--- config.mk ---
export PLATFORM = sky130hd
export DESIGN_NAME = piso_serializer
export DESIGN_NICKNAME = d
export VERILOG_FILES = /design/src/rtl/piso_serializer.sv
export SDC_FILE = /design/constraint.sdc
export NUM_CORES = 1
export LEC_CHECK = 0
export CORE_MARGIN = 2
export CORE_UTILIZATION = 52
export CTS_CLUSTER_DIAMETER = 30
export DETAILED_ROUTE_END_ITERATION = 10
export MAX_ROUTING_LAYER = met4
export PLACE_DENSITY = 0.87
export SLEW_MARGIN = 20
export SYNTH_ARGS = -nofsm -noshare
export SYNTH_HDL_FRONTEND = slang
export SYNTH_SLANG_ARGS = --single-unit
--- constraint.sdc ---
create_clock -name clk -period 3.1 [get_ports clk]
set_input_delay 0.465 -clock clk [delete_from_list [all_inputs] [get_ports clk]]
set_output_delay 0.465 -clock clk [all_outputs]
set_load 0.05 [all_outputs]
--- src/rtl/piso_serializer.sv ---
// Parallel-in/serial-out serializer with valid/ready load, per-word bit order and shift stall.
// Define PISO_PARITY_EN to append one even-parity bit after every data frame.
module piso_serializer #(
  parameter int WIDTH = 8,
  parameter int CNT_W = $clog2(WIDTH + 1)
) (
  input  logic             clk,
  input  logic             rst,
  input  logic [WIDTH-1:0] din,
  input  logic             din_valid,
  output logic             din_ready,
  input  logic             msb_first,
  input  logic             shift,
  output logic             sout,
  output logic             sout_valid,
  output logic             frame_start,
  output logic             busy
);

`ifdef PISO_PARITY_EN
  typedef enum logic [1:0] {S_IDLE = 2'd0, S_SHIFT = 2'd1, S_PARITY = 2'd2} state_e;
`else
  typedef enum logic [1:0] {S_IDLE = 2'd0, S_SHIFT = 2'd1} state_e;
`endif

  localparam logic [CNT_W-1:0] LAST_BIT = CNT_W'(WIDTH - 1);

  state_e           state_q, state_d;
  logic [WIDTH-1:0] sreg_q, sreg_d;
  logic [CNT_W-1:0] cnt_q, cnt_d;
  logic             msb_q, msb_d;
  logic             load;
`ifdef PISO_PARITY_EN
  logic             par_q, par_d;
`endif

  // Handshake: a word is taken on a rising edge where din_valid & din_ready.
  // din_ready is combinational and only rises at the frame handoff point.
  always_comb begin
    state_d   = state_q;
    sreg_d    = sreg_q;
    cnt_d     = cnt_q;
    msb_d     = msb_q;
    din_ready = 1'b0;
    load      = 1'b0;
`ifdef PISO_PARITY_EN
    par_d     = par_q;
`endif
    case (state_q)
      S_IDLE: begin
        din_ready = 1'b1;
        load      = din_valid;
      end
      S_SHIFT: begin
        if (shift) begin
          if (cnt_q == LAST_BIT) begin
`ifdef PISO_PARITY_EN
            state_d = S_PARITY;
`else
            din_ready = 1'b1;
            load      = din_valid;
            if (!din_valid) state_d = S_IDLE;
`endif
          end else begin
            sreg_d = msb_q ? (sreg_q << 1) : (sreg_q >> 1);
            cnt_d  = cnt_q + CNT_W'(1);
          end
        end
      end
`ifdef PISO_PARITY_EN
      S_PARITY: begin
        if (shift) begin
          din_ready = 1'b1;
          load      = din_valid;
          if (!din_valid) state_d = S_IDLE;
        end
      end
`endif
      default: state_d = S_IDLE;
    endcase

    // A new word overrides whatever the current frame would have done next.
    if (load) begin
      state_d = S_SHIFT;
      sreg_d  = din;
      msb_d   = msb_first;
      cnt_d   = '0;
`ifdef PISO_PARITY_EN
      par_d   = ^din;
`endif
    end
  end

  always_ff @(posedge clk or negedge rst) begin
    if (!rst) begin
      state_q <= S_IDLE;
      sreg_q  <= '0;
      cnt_q   <= '0;
      msb_q   <= 1'b0;
`ifdef PISO_PARITY_EN
      par_q   <= 1'b0;
`endif
    end else begin
      state_q <= state_d;
      sreg_q  <= sreg_d;
      cnt_q   <= cnt_d;
      msb_q   <= msb_d;
`ifdef PISO_PARITY_EN
      par_q   <= par_d;
`endif
    end
  end

  // Outputs are a mux driven purely by registered state.
  always_comb begin
    sout = 1'b0;
    case (state_q)
      S_SHIFT:  sout = msb_q ? sreg_q[WIDTH-1] : sreg_q[0];
`ifdef PISO_PARITY_EN
      S_PARITY: sout = par_q;
`endif
      default:  sout = 1'b0;
    endcase
  end

  assign sout_valid  = (state_q != S_IDLE);
  assign busy        = (state_q != S_IDLE);
  assign frame_start = (state_q == S_SHIFT) && (cnt_q == '0);

endmodule
# After elaboration in Yosys (flattened, before gate mapping)
# Cells that the tools add are included.
# W data, S select, Z words.
[classes] addsub=1 n_eq_ne=7 muxes=22 n_reduce_logical=8
[ops] op="$mux W8" n=5
[ops] op="$mux W4" n=4
[ops] op="$ne A3 B3 Y1 const B" n=3
[ops] op="$mux W2" n=4
[ops] op="$mux W1" n=6
[ops] op="$reduce_bool A2 Y1" n=3
[ops] op="$add A4 B1 Y4 const B" n=1
[ops] op="$eq A4 B3 Y1 const B" n=1
[ops] op="$logic_not A4 Y1" n=1
[ops] op="$ne A2 B2 Y1 const B" n=2
[ops] op="$pmux W1 S2" n=2
[ops] op="$pmux W2 S2" n=1
[ops] op="$reduce_and A4 Y1" n=1
[ops] op="$reduce_and A3 Y1" n=1
[ops] op="$eq A2 B1 Y1 const B" n=1
[ops] op="$logic_not A2 Y1" n=1
[ops] op="$logic_and A1 B1 Y1" n=1
[word_totals] ff_bits=15 in_bits=13 out_inout_bits=5 elab_cells=42

# Longest topological paths before layout
# Gate-level depths: netlist of the first run.
[logic_depth] word_depth=6 ltp_mapped=5 ltp_nobuf=4

# Worst setup path before layout of the first run
# Ideal clock, no wire load.
[synth_path] path_kind="reg2out" startpoint="reg state_q[0]" endpoint="out sout" arrival_time_ns=1.607 required_ns=2.635 setup_slack_ns=1.028 stages_incl_launch_ff=3 n_path_buf=1 path_cell_list="dfrtp_1 -> buf_2 -> nor2b_1"
[synth_between] elab_chain_len=2
[synth_rtl] element="from (decl)" line="28" text="state_e state_q, state_d;"
[synth_rtl] element="from (signal assigned)" line="104" text="state_q <= state_d;"
[synth_rtl] element="$eq A2 B1 Y1" line="117" text="case (state_q)"
[synth_rtl] element="$mux W1" line="117"
[synth_rtl] element="to (decl)" line="14" text="output logic sout,"
# Every way passes these cells.

# Worst setup path in the final report of the first run
[layout_path] startpoint="in shift" endpoint="out din_ready"
[layout_between] elab_chain_len=2
[layout_rtl] element="from (decl)" line="13" text="input logic shift,"
[layout_rtl] element="$mux W1" line="55" text="if (shift) begin"
[layout_rtl] element="$pmux W1 S2" line="49" text="case (state_q)"
[layout_rtl] element="to (decl)" line="11" text="output logic din_ready,"
# Every way passes these cells.

==> results of run 1 <==
-- layout make-up --
cell class                      instances  area [µm²]  area share
Inverter                                5        18.8      0.0187
Sequential cell                        14         350       0.350
Clock buffer                            4        36.3      0.0362
Timing Repair Buffer                   18         178       0.177
Tap cell                               16        20.0      0.0200
Multi-Input combinational cell         52         399       0.398
-- through the flow --
stage                     hold slack (ps)  setup slack [ps]  std cells
after detailed placement              534               602        105
after floorplan                       169              1030         77
after CTS                             555               602        109
final                                 553               605        109
after global routing                  573               510        109
after global placement                532               627        105
-- Yosys cell counts (all sizes together) --
library cell	count	area share
inv	5	0.023
nor3	8	0.050
clkbuf	1	0.0047
and3b	1	0.016
a32o	1	0.013
nand2	6	0.028
and4bb	1	0.016
a221oi	1	0.011
a21oi	3	0.023
xnor2	1	0.011
ha	2	0.031
o2bb2ai	1	0.011
a221o	7	0.088
nand4b	1	0.011
o21ai	3	0.019
nor2	1	0.0047
buf	5	0.034
nand3	1	0.0063
a21o	1	0.0094
mux2	1	0.014
mux2i	8	0.10
nor2b	2	0.016
or4	1	0.014
dfrtp	14	0.44
or3	1	0.0078
-- how the worst max path moves through the flow --
stage / startpoint / slack (ps) / depth (start not counted) / to
after detailed placement: shift / 600 / 4 / din_ready
after CTS: shift / 600 / 4 / din_ready
after global placement: shift / 630 / 4 / din_ready
after floorplan: state_q[0] / 1030 / 2 / sout
after global routing: shift / 510 / 4 / din_ready
final: shift / 600 / 4 / din_ready
-- per-layer routing --
layer	track usage	routed length, µm	vias to the layer above
met5	-	0	-
met4	0.0727	13	0
met3	0.0511	86	2
met2	0.328	787	27
met1	0.268	739	330
li1	-	-	319
-- cell families (layout without fill, tap and decap cells) --
group	after synthesis	in the layout	share of synthesized area
fa+ha+maj	2	2	0.0313
compound gates	17	17	0.174
buf+inv	11	27	0.0626
simple gates	23	23	0.169
mux	9	9	0.114
flops	14	14	0.438
xor+xnor	1	1	0.0110
-- state kept, by name (all words and copies together), names as in the netlist --
signal / cells
sreg_q: 8
msb_q: 1
cnt_q: 4
state_q: 1
-- worst register-to-register path: cells and delay by family, from the launching register on --
kind	cells	cell delay [ps]
compound gates	2	670
flops	1	430
simple gates	1	260
fa+ha+maj	1	250
-- power groups by stage --
stage	combinational, mW	clock, mW	sequential [mW]
3_5_place_dp	0.413	0	0.360
3_3_place_gp	0.404	0	0.354
4_1_cts	0.418	0.136	0.357
6_report	0.415	0.134	0.359
2_1_floorplan	0.348	0	0.319
5_1_grt	0.459	0.144	0.373
==> metrics.yaml, run 1 <==
min_path:
  holdPathStages: 1
  hp-class: "register to register"
  holdPathEnd: "sreg_q[3]"
  min_from: "sreg_q[3]"
route:
  dr.pass1.iters: 6
  avgViaCountPerCell: 6.22
  wl_um: 1630
  final_antenna_net_count: 0
  vias: 678
  drt-initial-drc-count: 28
  wl_per_cell_um: 14.9
  drcViolationCount: 0
synthesis:
  postSynthAreaPerCell_um2: 10.4
  synth_nets: 92
  netlist_area_um2: 800
  ys_seq_area_frac: 0.438
  ys_types: 27
  synthCells: 77
  ys_warn_count: 0
  synth_seq_cells: 14
place:
  portBuffers: 17
  dpl_cell_area_um2: 966
  gp_congestion: 0.753
  dp_hpwl_um: 1130
cts:
  cts_hold_buf: 0
  path_clk_slew_ps: 90
  post_cts_buffers: 0
  htree_levels: 1
  clockBufferDepth: 2
  cts_buffers: 3
  tritoncts: "yes"
  cts_root_buf: "clkbuf_4"
  cts_resized: 0
  clk_latency_ps: 280
  cts.sinks: 14
timing:
  fin_tns_setup_ps: 0
  maxSlewViolCount: 0
  rsz0062_at_grt: "false"
  hold_viol_final: 0
  clock_skew_ps: 1.10
  fin_crit_sh: 0.805
  setup_viol: 0
  slew_headroom: 0.566
  max_clock_freq_mhz: 401
  min_period_ps: 2500
  worst_pin_slew_ps: 649
floorplan:
  die-area_mm2: 0.00187
  start_util: 0.543
  die_w_um: 43.2
  ioPinCount: 18
  rows: 14
  die_y_um: 43.2
  fp.coreArea_mm2: 0.00147
worst_setup_path:
  crit_top_cell: "clkdlybuf4s50_1"
  worstSetupPathType: "input port to primary output"
  r2r_slack_ps: 1390
  crit_fanout: 4
  cp.required_ps: 2630
  reg2reg_from: "cnt_q[0]"
  crit_chain: "clkdlybuf4s50_1 -> nand4b_1 -> nand2_1 -> clkdlybuf4s50_1"
  path_delay_family: "buffers and inverters"
  critPathArrivalTime_ps: 2030
  path_buf_inv: 2
  cpPeakStageDelay_ps: 800
  crit_path_top_delay_cell: "clkdlybuf4s50_1"
  setup.worst_path.start_class: "input port"
  ff2ff_path_depth: 4
  cp-end-kind: "primary output"
  regToRegEndpoint: "sreg_q[6]"
global_routing:
  gr-total-overflow: 0
  grt_pass1_wl_um: 2870
  grt_max_degree: 15
  track_usage: 0.211
  grt_pass1_vias: 648
  antenna_found_initial: 0
power:
  comb_power_share: 0.457
  power.density_mw_per_mm2: 906
  switching_share: 0.406
  seq_power_share: 0.395
  internal-power_uw: 539
  p_leak_nw: 0.447
  ir_worst_vdd_uv: 406
  power_switching_uw: 368
  finalPower_uw: 908
  clkPwrFrac: 0.147
final_layout:
  drive_gt1_frac: 0.108
  utilization: 0.681
  final_nets: 109
  layout_common_cells: "clkdlybuf4s50_1, dfrtp_1, mux2i_1, nor3_1, a221o_1"
  fin_area_mm2: 0.00100
  nFillCells: 121
  syn_to_final_growth_pct: 25.4
  num_antenna_cells: 0
  final_common_cell: "clkdlybuf4s50_1"
run_status:
  outcome: "finished, final reports clean"
run:
  maxCapViolCount: 0
Power figures use the tool's default switching activity.
==> run 2: changes to the inputs <==
--- a/config.mk
+++ b/config.mk
@@ -6,11 +6,11 @@
 export NUM_CORES = 1
 export LEC_CHECK = 0
 export CORE_MARGIN = 2
-export CORE_UTILIZATION = 52
+export CORE_UTILIZATION = 43
 export CTS_CLUSTER_DIAMETER = 30
 export DETAILED_ROUTE_END_ITERATION = 10
 export MAX_ROUTING_LAYER = met4
-export PLACE_DENSITY = 0.87
+export PLACE_DENSITY = 0.78
 export SLEW_MARGIN = 20
 export SYNTH_ARGS = -nofsm -noshare
 export SYNTH_HDL_FRONTEND = slang
==> constraint.sdc (replaced) <==
create_clock -name clk -period 2.05 [get_ports clk]
set_input_delay 0.3075 -clock clk [delete_from_list [all_inputs] [get_ports clk]]
set_output_delay 0.3075 -clock clk [all_outputs]
set_load 0.05 [all_outputs]
==> run 2 against run 1 <==
Against the previous run:
- global-route usage decreased by 1.9 points
- count of clock-buffer cells in the layout decreased by 1
- non-clock buffer count increased by 1
- worst hold slack got worse by 130 ps
- critical endpoint is now sout_valid
- largest cell class unchanged
- largest power group unchanged
==> metrics.yaml, run 2 (synthesized netlist as in run 1, its figures left out) <==
run_status:
  outcome: "finished, final reports clean"
global_routing:
  grt_pass1_vias: 635  # -2.0%
  gr-total-overflow: 0  # unchanged
  grt_pass1_wl_um: 2820  # -1.9%
  grt_max_degree: 15  # unchanged
  track_usage: 0.192  # -0.0194
  antenna_found_initial: 0  # unchanged
worst_setup_path:
  critPathArrivalTime_ps: 1640  # -390 ps
  cp-end-kind: "primary output"
  regToRegEndpoint: "sreg_q[7]"
  crit_path_top_delay_cell: "clkdlybuf4s50_1"
  reg2reg_from: "cnt_q[0]"
  crit_fanout: 10  # +6
  ff2ff_path_depth: 4  # unchanged
  setup.worst_path.start_class: "register"
  path_buf_inv: 1  # -1
  startpoint: "state_q[0]"
  r2r_slack_ps: 350  # -1040 ps
  cpPeakStageDelay_ps: 860  # +60 ps
  cp.required_ps: 1740  # -890 ps
  crit_chain: "clkdlybuf4s50_1"
  worstSetupPathType: "register to primary output"
  path_delay_family: "buffers and inverters"
power:
  finalPower_mw: 1.34  # +48%
  switching_share: 0.412  # +0.00603
  clkPwrFrac: 0.110  # -0.037
  internal-power_uw: 788  # +46%
  p_leak_nw: 0.452  # +1.3%
  power_switching_uw: 552  # +50%
  ir_worst_vdd_uv: 649  # +60%
  seq_power_share: 0.403  # +0.008
  comb_power_share: 0.488  # +0.031
  power.density_mw_per_mm2: 1320  # +46%
timing:
  worst_pin_slew_ps: 623  # -26.7 ps
  maxSlewViolCount: 0  # unchanged
  fin_crit_sh: 0.948
  hold_viol_final: 0  # unchanged
  rsz0062_at_grt: "false"
  hold_ws_ps: 423  # -130 ps
  clock_skew_ps: 0.876  # -0.228 ps
  setup_viol: 0  # unchanged
  max_clock_freq_mhz: 514
  slew_headroom: 0.584  # +0.0179
  fin_tns_setup_ps: 0  # unchanged
  min_period_ps: 1940
cts:
  cts_resized: 0  # unchanged
  htree_levels: 1  # unchanged
  clk_latency_ps: 270  # about the same
  path_clk_slew_ps: 80  # about the same
  tritoncts: "yes"
  cts_hold_buf: 0  # unchanged
  cts_root_buf: "clkbuf_4"
  clockBufferDepth: 2  # unchanged
  cts.sinks: 14  # unchanged
  post_cts_buffers: 0  # unchanged
  cts_buffers: 3  # unchanged
min_path:
  hp-class: "input port to async pin"
route:
  wl_per_cell_um: 14.1  # -5.6%
  wl_met1_um: 781  # +5.7%
  wl_um: 1660  # +2.2%
  final_antenna_net_count: 0  # unchanged
  routed.top_layer: "met4"
  drcViolationCount: 0  # unchanged
  drt-initial-drc-count: 7  # -75%
  wl_met3_um: 43  # -50%
  wl_met2_um: 785  # -0.25%
  vias: 656  # -3.2%
  dr.pass1.iters: 4  # -2
  avgViaCountPerCell: 5.56  # -11%
floorplan:
  fp.coreArea_mm2: 0.00175  # +19%
  ioPinCount: 18  # unchanged
  die_w_um: 47.1  # +9.0%
  die_y_um: 47.1  # +9.0%
  die-area_mm2: 0.00222  # +19%
  start_util: 0.458  # -0.0853
  rows: 15  # +1
final_layout:
  nFillCells: 149  # +23%
  drive_gt1_frac: 0.140  # +0.0323
  layout_common_cells: "dfrtp_1, clkdlybuf4s50_1, mux2i_1, nor3_1, a221o_1"
  ff_latch_area_um2: 350  # unchanged
  regMostFlops: "sreg_q"
  final_nets: 110  # +0.92%
  utilization: 0.580  # -0.101
  syn_to_final_growth_pct: 26.6
  num_antenna_cells: 0  # unchanged
  reg_top3: "sreg_q: 8 flops, cnt_q: 4 flops"
  largest_reg_flops: 8  # unchanged
  fin_area_mm2: 0.00101  # +1.0%
  multiInputGateArea_um2: 399  # unchanged
run:
  maxCapViolCount: 0  # unchanged
place:
  dpl_cell_area_um2: 990  # +2.5%
  portBuffers: 17  # unchanged
  gp_congestion: 0.787  # +4.6%
  dp_hpwl_um: 1270  # +13%
run 2: worst max-delay path by stage:
| stage | to | slack (ps) | cells after the start |
|---|---|---|---|
| 2_1_floorplan | sout | 140 | 2 |
| 3_3_place_gp | cnt_q[3] | 340 | 4 |
| 3_5_place_dp | cnt_q[3] | 280 | 4 |
| 5_1_grt | sout_valid | 20 | 1 |
| 6_report | sout_valid | 110 | 1 |
| 4_1_cts | sout_valid | 90 | 1 |
run 2: power groups by stage:
stage / clock, mW / combinational [mW] / sequential (mW)
2_1_floorplan: 0 / 0.527 / 0.482
3_3_place_gp: 0 / 0.630 / 0.535
3_5_place_dp: 0 / 0.653 / 0.547
4_1_cts: 0.152 / 0.658 / 0.540
5_1_grt: 0.163 / 0.723 / 0.562
6_report: 0.147 / 0.653 / 0.540
run 2: final cells by class:
cell class / count / area share
clock buffers: 3 / 0.0222
inverters: 5 / 0.0185
multi-input cells: 52 / 0.394
flip-flops and latches: 14 / 0.346
well taps: 25 / 0.0309
repair buffers: 19 / 0.188
run 2: routing by layer:
layer	GRT usage	vias up
li1	-	320
met2	0.266	14
met5	-	-
met4	0.139	0
met3	0.0385	6
met1	0.245	316
run 2: per-stage QoR:
stage	std cells	setup slack [ps]
finish	118	106
floorplan	77	135
CTS	118	86.1
detailed placement	115	282
global route	118	19.4
global placement	115	335
==> RTL edit 1, RTL diff (flow settings as in run 1) <==
`WIDTH`: 8 -> 32.
--- a/src/rtl/piso_serializer.sv
+++ b/src/rtl/piso_serializer.sv
@@ -1,7 +1,7 @@
 // Parallel-in/serial-out serializer with valid/ready load, per-word bit order and shift stall.
 // Define PISO_PARITY_EN to append one even-parity bit after every data frame.
 module piso_serializer #(
-  parameter int WIDTH = 8,
+  parameter int WIDTH = 32,
   parameter int CNT_W = $clog2(WIDTH + 1)
 ) (
   input  logic             clk,
Ports: changed (resized din); port bits go from 18 to 42. No check against the original RTL was run, so the function may have changed too.
==> RTL edit 1 against run 1 <==
- design area increased to 2.6 times the old value
- synthesized area increased to 2.8 times the old value
- sequential power grew to 2.6 times the old value
- sequential cell count rose by 26
- combinational power up 120%
- wire length rose to 2.8 times the old value
- setup slack got worse by 170 ps
- maximum frequency down 6.4%
- total power grew 140%
- cell count rose to 2.5 times the old value
==> RTL edit 1: results <==
{
  "yosys.area_share.xor_xnor": 0.0159,
  "grt_pass1_wl_um": 7630,
  "syn_inst": 194,
  "leakage_uw": 0.00119,
  "clk_pin_slew_ps": 80,
  "fin_skew_ps": 11.0,
  "wire_per_inst_um": 16.2,
  "synth_compound_gate_area_share": 0.183,
  "ir_drop_mv": 0.415,
  "synth_adder_area_share": 0.0114,
  "placed_cells_incl_taps": 269,
  "yosysSeqAreaShare": 0.454,
  "grt_pass1_vias": 1621,
  "gr-usage-all-layers": 0.203,
  "insertion_delay_ps": 300,
  "arrival_ps": 2200,
  "min_path_type": "in -> async",
  "internal_power_uw": 1370,
  "synth_mux_area_frac": 0.150,
  "r2r-end": "cnt_q[5]$_DFFE_PN0P_",
  "cts_made_buffers": 5,
  "first_iter_violations": 158,
  "ys_types": 31,
  "final_cells": 277,
  "synth_area_leaders": "dfrtp_1 (45%), a221o_1 (15%), mux2i_1 (15%), nor2_1 (5.8%), buf_12 (3.6%)",
  "io_buffers": 41,
  "dp_slack_ps": 425,
  "r2r_slack_ps": 1110,
  "synth_common_cells": "dfrtp_1 (40), nor2_1 (34), a221o_1 (32), mux2i_1 (32), buf_2 (10)",
  "reg2reg_depth": 5,
  "first_pass_iters": 4,
  "drive_gt1_frac": 0.0793,
  "status": "complete, no violations",
  "maxSlewHeadroom": 0.413,
  "power.share.clock": 0.158,
  "gp_congestion": 0.860,
  "cts_root_buffer": "clkbuf_8",
  "vias_per_cell": 5.94,
  "syn_nets": 233,
  "critical_path.max_stage_delay_ps": 840,
  "powerSeq_uw": 939
}
-- RTL edit 1: changes by cell type in the layout (fill, tap and decap cells not counted), moves of 2 or more --
cell                    run 1  this run
xnor2_1                     1         4
o21ai_0                     3         1
clkbuf_8                    1         5
clkdlybuf4s50_1            17        39
mux2i_1                     8        32
nor2_1                      1        34
nand2_1                     6         8
dfrtp_1                    14        39
clkbuf_4                    3         0
nor3_1                      8         0
nor3b_1                     0         2
a221o_1                     7        32
clkinv_2                    0         2
-- RTL edit 1: through the flow --
| step | utilization | instance area [um2] | hold WS (ps) | power, uW |
|---|---|---|---|---|
| floorplan | - | 2200 | 169 | 1660 |
| global placement | 0.628 | 2530 | 520 | 1830 |
| detailed placement | 0.628 | 2530 | 524 | 1870 |
| CTS | 0.649 | 2620 | 311 | 2220 |
| global route | 0.651 | 2620 | 348 | 2360 |
| finish | 0.651 | 2620 | 283 | 2210 |
-- RTL edit 1: cell type report --
type | count | area, um2
Inverter | 4 | 15.0
Sequential cell | 40 | 1000
Multi-Input combinational cell | 133 | 1040
Clock buffer | 5 | 68.8
Timing Repair Buffer | 42 | 415
Fill cell | 343 | 1410
Tap cell | 50 | 62.6
Clock inverter | 3 | 18.8
-- RTL edit 1: worst max path at each step --
stage,from,end,slack [ps],cells past startpoint
after floorplan,cnt_q[0]$_DFFE_PN0P_,frame_start,310,4
after global placement,shift,din_ready,450,4
after detailed placement,cnt_q[0]$_DFFE_PN0P_,frame_start,430,5
after CTS,cnt_q[0]$_DFFE_PN0P_,frame_start,80,5
after global routing,shift,din_ready,350,4
final,shift,din_ready,430,4
-- RTL edit 1: metal layers --
metal	up-vias	global-route usage	wire, um
met3	9	0.0599	268
li1	786	-	-
met1	797	0.262	2050
met4	0	0.0697	70
met2	52	0.306	2090
met5	-	-	0
==> RTL edit 2, RTL diff (flow settings as in run 1) <==
Made on the original files. Make the reset (`rst`) synchronous in one clocked block.
--- a/src/rtl/piso_serializer.sv
+++ b/src/rtl/piso_serializer.sv
@@ -91,7 +91,7 @@
     end
   end
 
-  always_ff @(posedge clk or negedge rst) begin
+  always_ff @(posedge clk) begin
     if (!rst) begin
       state_q <= S_IDLE;
       sreg_q  <= '0;
Behaviour: differs if rst is asserted again (counterexample within 4 cycles, from zero or initial values and one cycle with rst low); with rst held inactive, the same outputs for 10 cycles.
==> RTL edit 2 against run 1 <==
- sequential cell count did not move
- sequential share of layout area fell by 7.1 points
- first-iteration DRC count fell by 46%
- design area increased by 0.50%
- setup slack worse by 66 ps
- wire length decreased by 0.31%
- register-to-register slack gained 140 ps
- utilization down 0.47 points
- via count up 6.6%
- synthesized area grew 2.3%
- largest cell class unchanged
Power is not compared: it rests on default switching activity, and its combinational part moved more than twofold at a synthesized area within 25%.
==> RTL edit 2: results <==
{
  "drive_gt1_frac": 0.101,
  "ys_types": 33,
  "ir_drop_mv": 0.281,
  "first_iter_violations": 15,
  "wire_per_inst_um": 13.0,
  "placed_cells_incl_taps": 121,
  "grt_pass1_vias": 666,
  "gp_congestion": 0.764,
  "first_pass_iters": 5,
  "ys_warn_count": 0,
  "clk_pin_slew_ps": 90,
  "critPathTopFamily": "buffers and inverters",
  "leakage_uw": 0.000378,
  "yosysSeqAreaShare": 0.343,
  "reg_top3": "sreg_q (8), cnt_q (4)",
  "cts_setup_buffers": 0,
  "synth-async-reset-ratio": 0,
  "fin_skew_ps": 0.751,
  "critical_path.max_stage_delay_ps": 800,
  "min_path_type": "reg -> reg",
  "clk_path_buf_depth": 2,
  "wl_um": 1620,
  "insertion_delay_ps": 280,
  "synth-main-ff-cell": "dfxtp_1",
  "maxSlewHeadroom": 0.670,
  "cts_made_buffers": 3,
  "synth_area_leaders": "dfxtp_1 (34%), o32ai_1 (5.4%), nand2_1 (5.0%), nor2_1 (5.0%), mux2i_1 (4.9%)",
  "cts_root_buffer": "clkbuf_4",
  "antenna_found_initial": 0,
  "grt_max_degree": 15,
  "grt_pass1_wl_um": 2830,
  "crit_fanout": 6,
  "syn_nets": 108,
  "place_hpwl_um": 1200,
  "status": "complete, no violations",
  "syn_inst": 93,
  "via_count": 723,
  "synth_common_cells": "dfxtp_1 (14), nand2_1 (11), nor2_1 (11), nor2b_1 (6)",
  "io_buffers": 17,
  "diodes": 0,
  "ctsHtreeMaxLevel": 1,
  "cts_resized": 0,
  "gr-usage-all-layers": 0.198,
  "slowest_stage": "clkdlybuf4s50_1"
}
-- RTL edit 2: cell type report --
class	instances	area, um2
Clock buffer	4	36.3
Inverter	4	15.0
Fill cell	118	482
Sequential cell	14	280
Tap cell	16	20.0
Timing Repair Buffer	18	178
Multi-Input combinational cell	69	478
-- RTL edit 2: logic make-up (layout without fill, tap and decap cells) --
family,after synthesis,count (layout),share of synthesized area
and+or+nand+nor,39,39,0.246
xor gates and xnor gates,1,1,0.0107
AOI/OAI and AO/OA,22,22,0.229
muxes,5,5,0.0673
DFF,14,14,0.343
buffers and inverters,10,26,0.0734
adders and majority gates,2,2,0.0306
-- RTL edit 2: stage by stage --
step	hold slack, ps	setup slack, ps	power (uW)	cell area (um2)	utilization
floorplan	460	304	276	818	-
global placement	477	578	305	971	0.652
detailed placement	488	543	307	971	0.652
CTS	502	537	439	1010	0.676
global route	519	437	456	1010	0.676
finish	500	538	437	1010	0.676
-- RTL edit 2: final timing paths --
check                               from                     end  slack (ps)  cells past startpoint
setup / recovery                   shift               din_ready         540                      4
hold / removal    sreg_q[6]$_SDFFE_PN0P_  sreg_q[6]$_SDFFE_PN0P_         500                      2
setup reg to reg   cnt_q[0]$_SDFFE_PP0P_  sreg_q[4]$_SDFFE_PN0P_        1530                      5
hold reg to reg   sreg_q[6]$_SDFFE_PN0P_  sreg_q[6]$_SDFFE_PN0P_         500                      2
-- RTL edit 2: report_power, final --
part           leakage (uW)  total, uW  switching (uW)  internal, uW
Combinational      0.000242       99.4            52.1          47.3
Sequential         0.000115        203            11.0           192
Clock             0.0000210        135            63.2          71.5
-- RTL edit 2: routing by layer --
metal | GRT usage | wire [um] | up-vias
met2 | 0.321 | 811 | 13
met5 | - | 0 | -
li1 | - | - | 372
met4 | 0.0545 | 14 | 0
met3 | 0.0292 | 66 | 2
met1 | 0.256 | 729 | 336
-- RTL edit 2: tightest hold or removal path, delay by kind of cell, from the launching register on --
family	cells	cell delay (ps)
flops	1	330
simple gates	1	60
compound gates	1	60
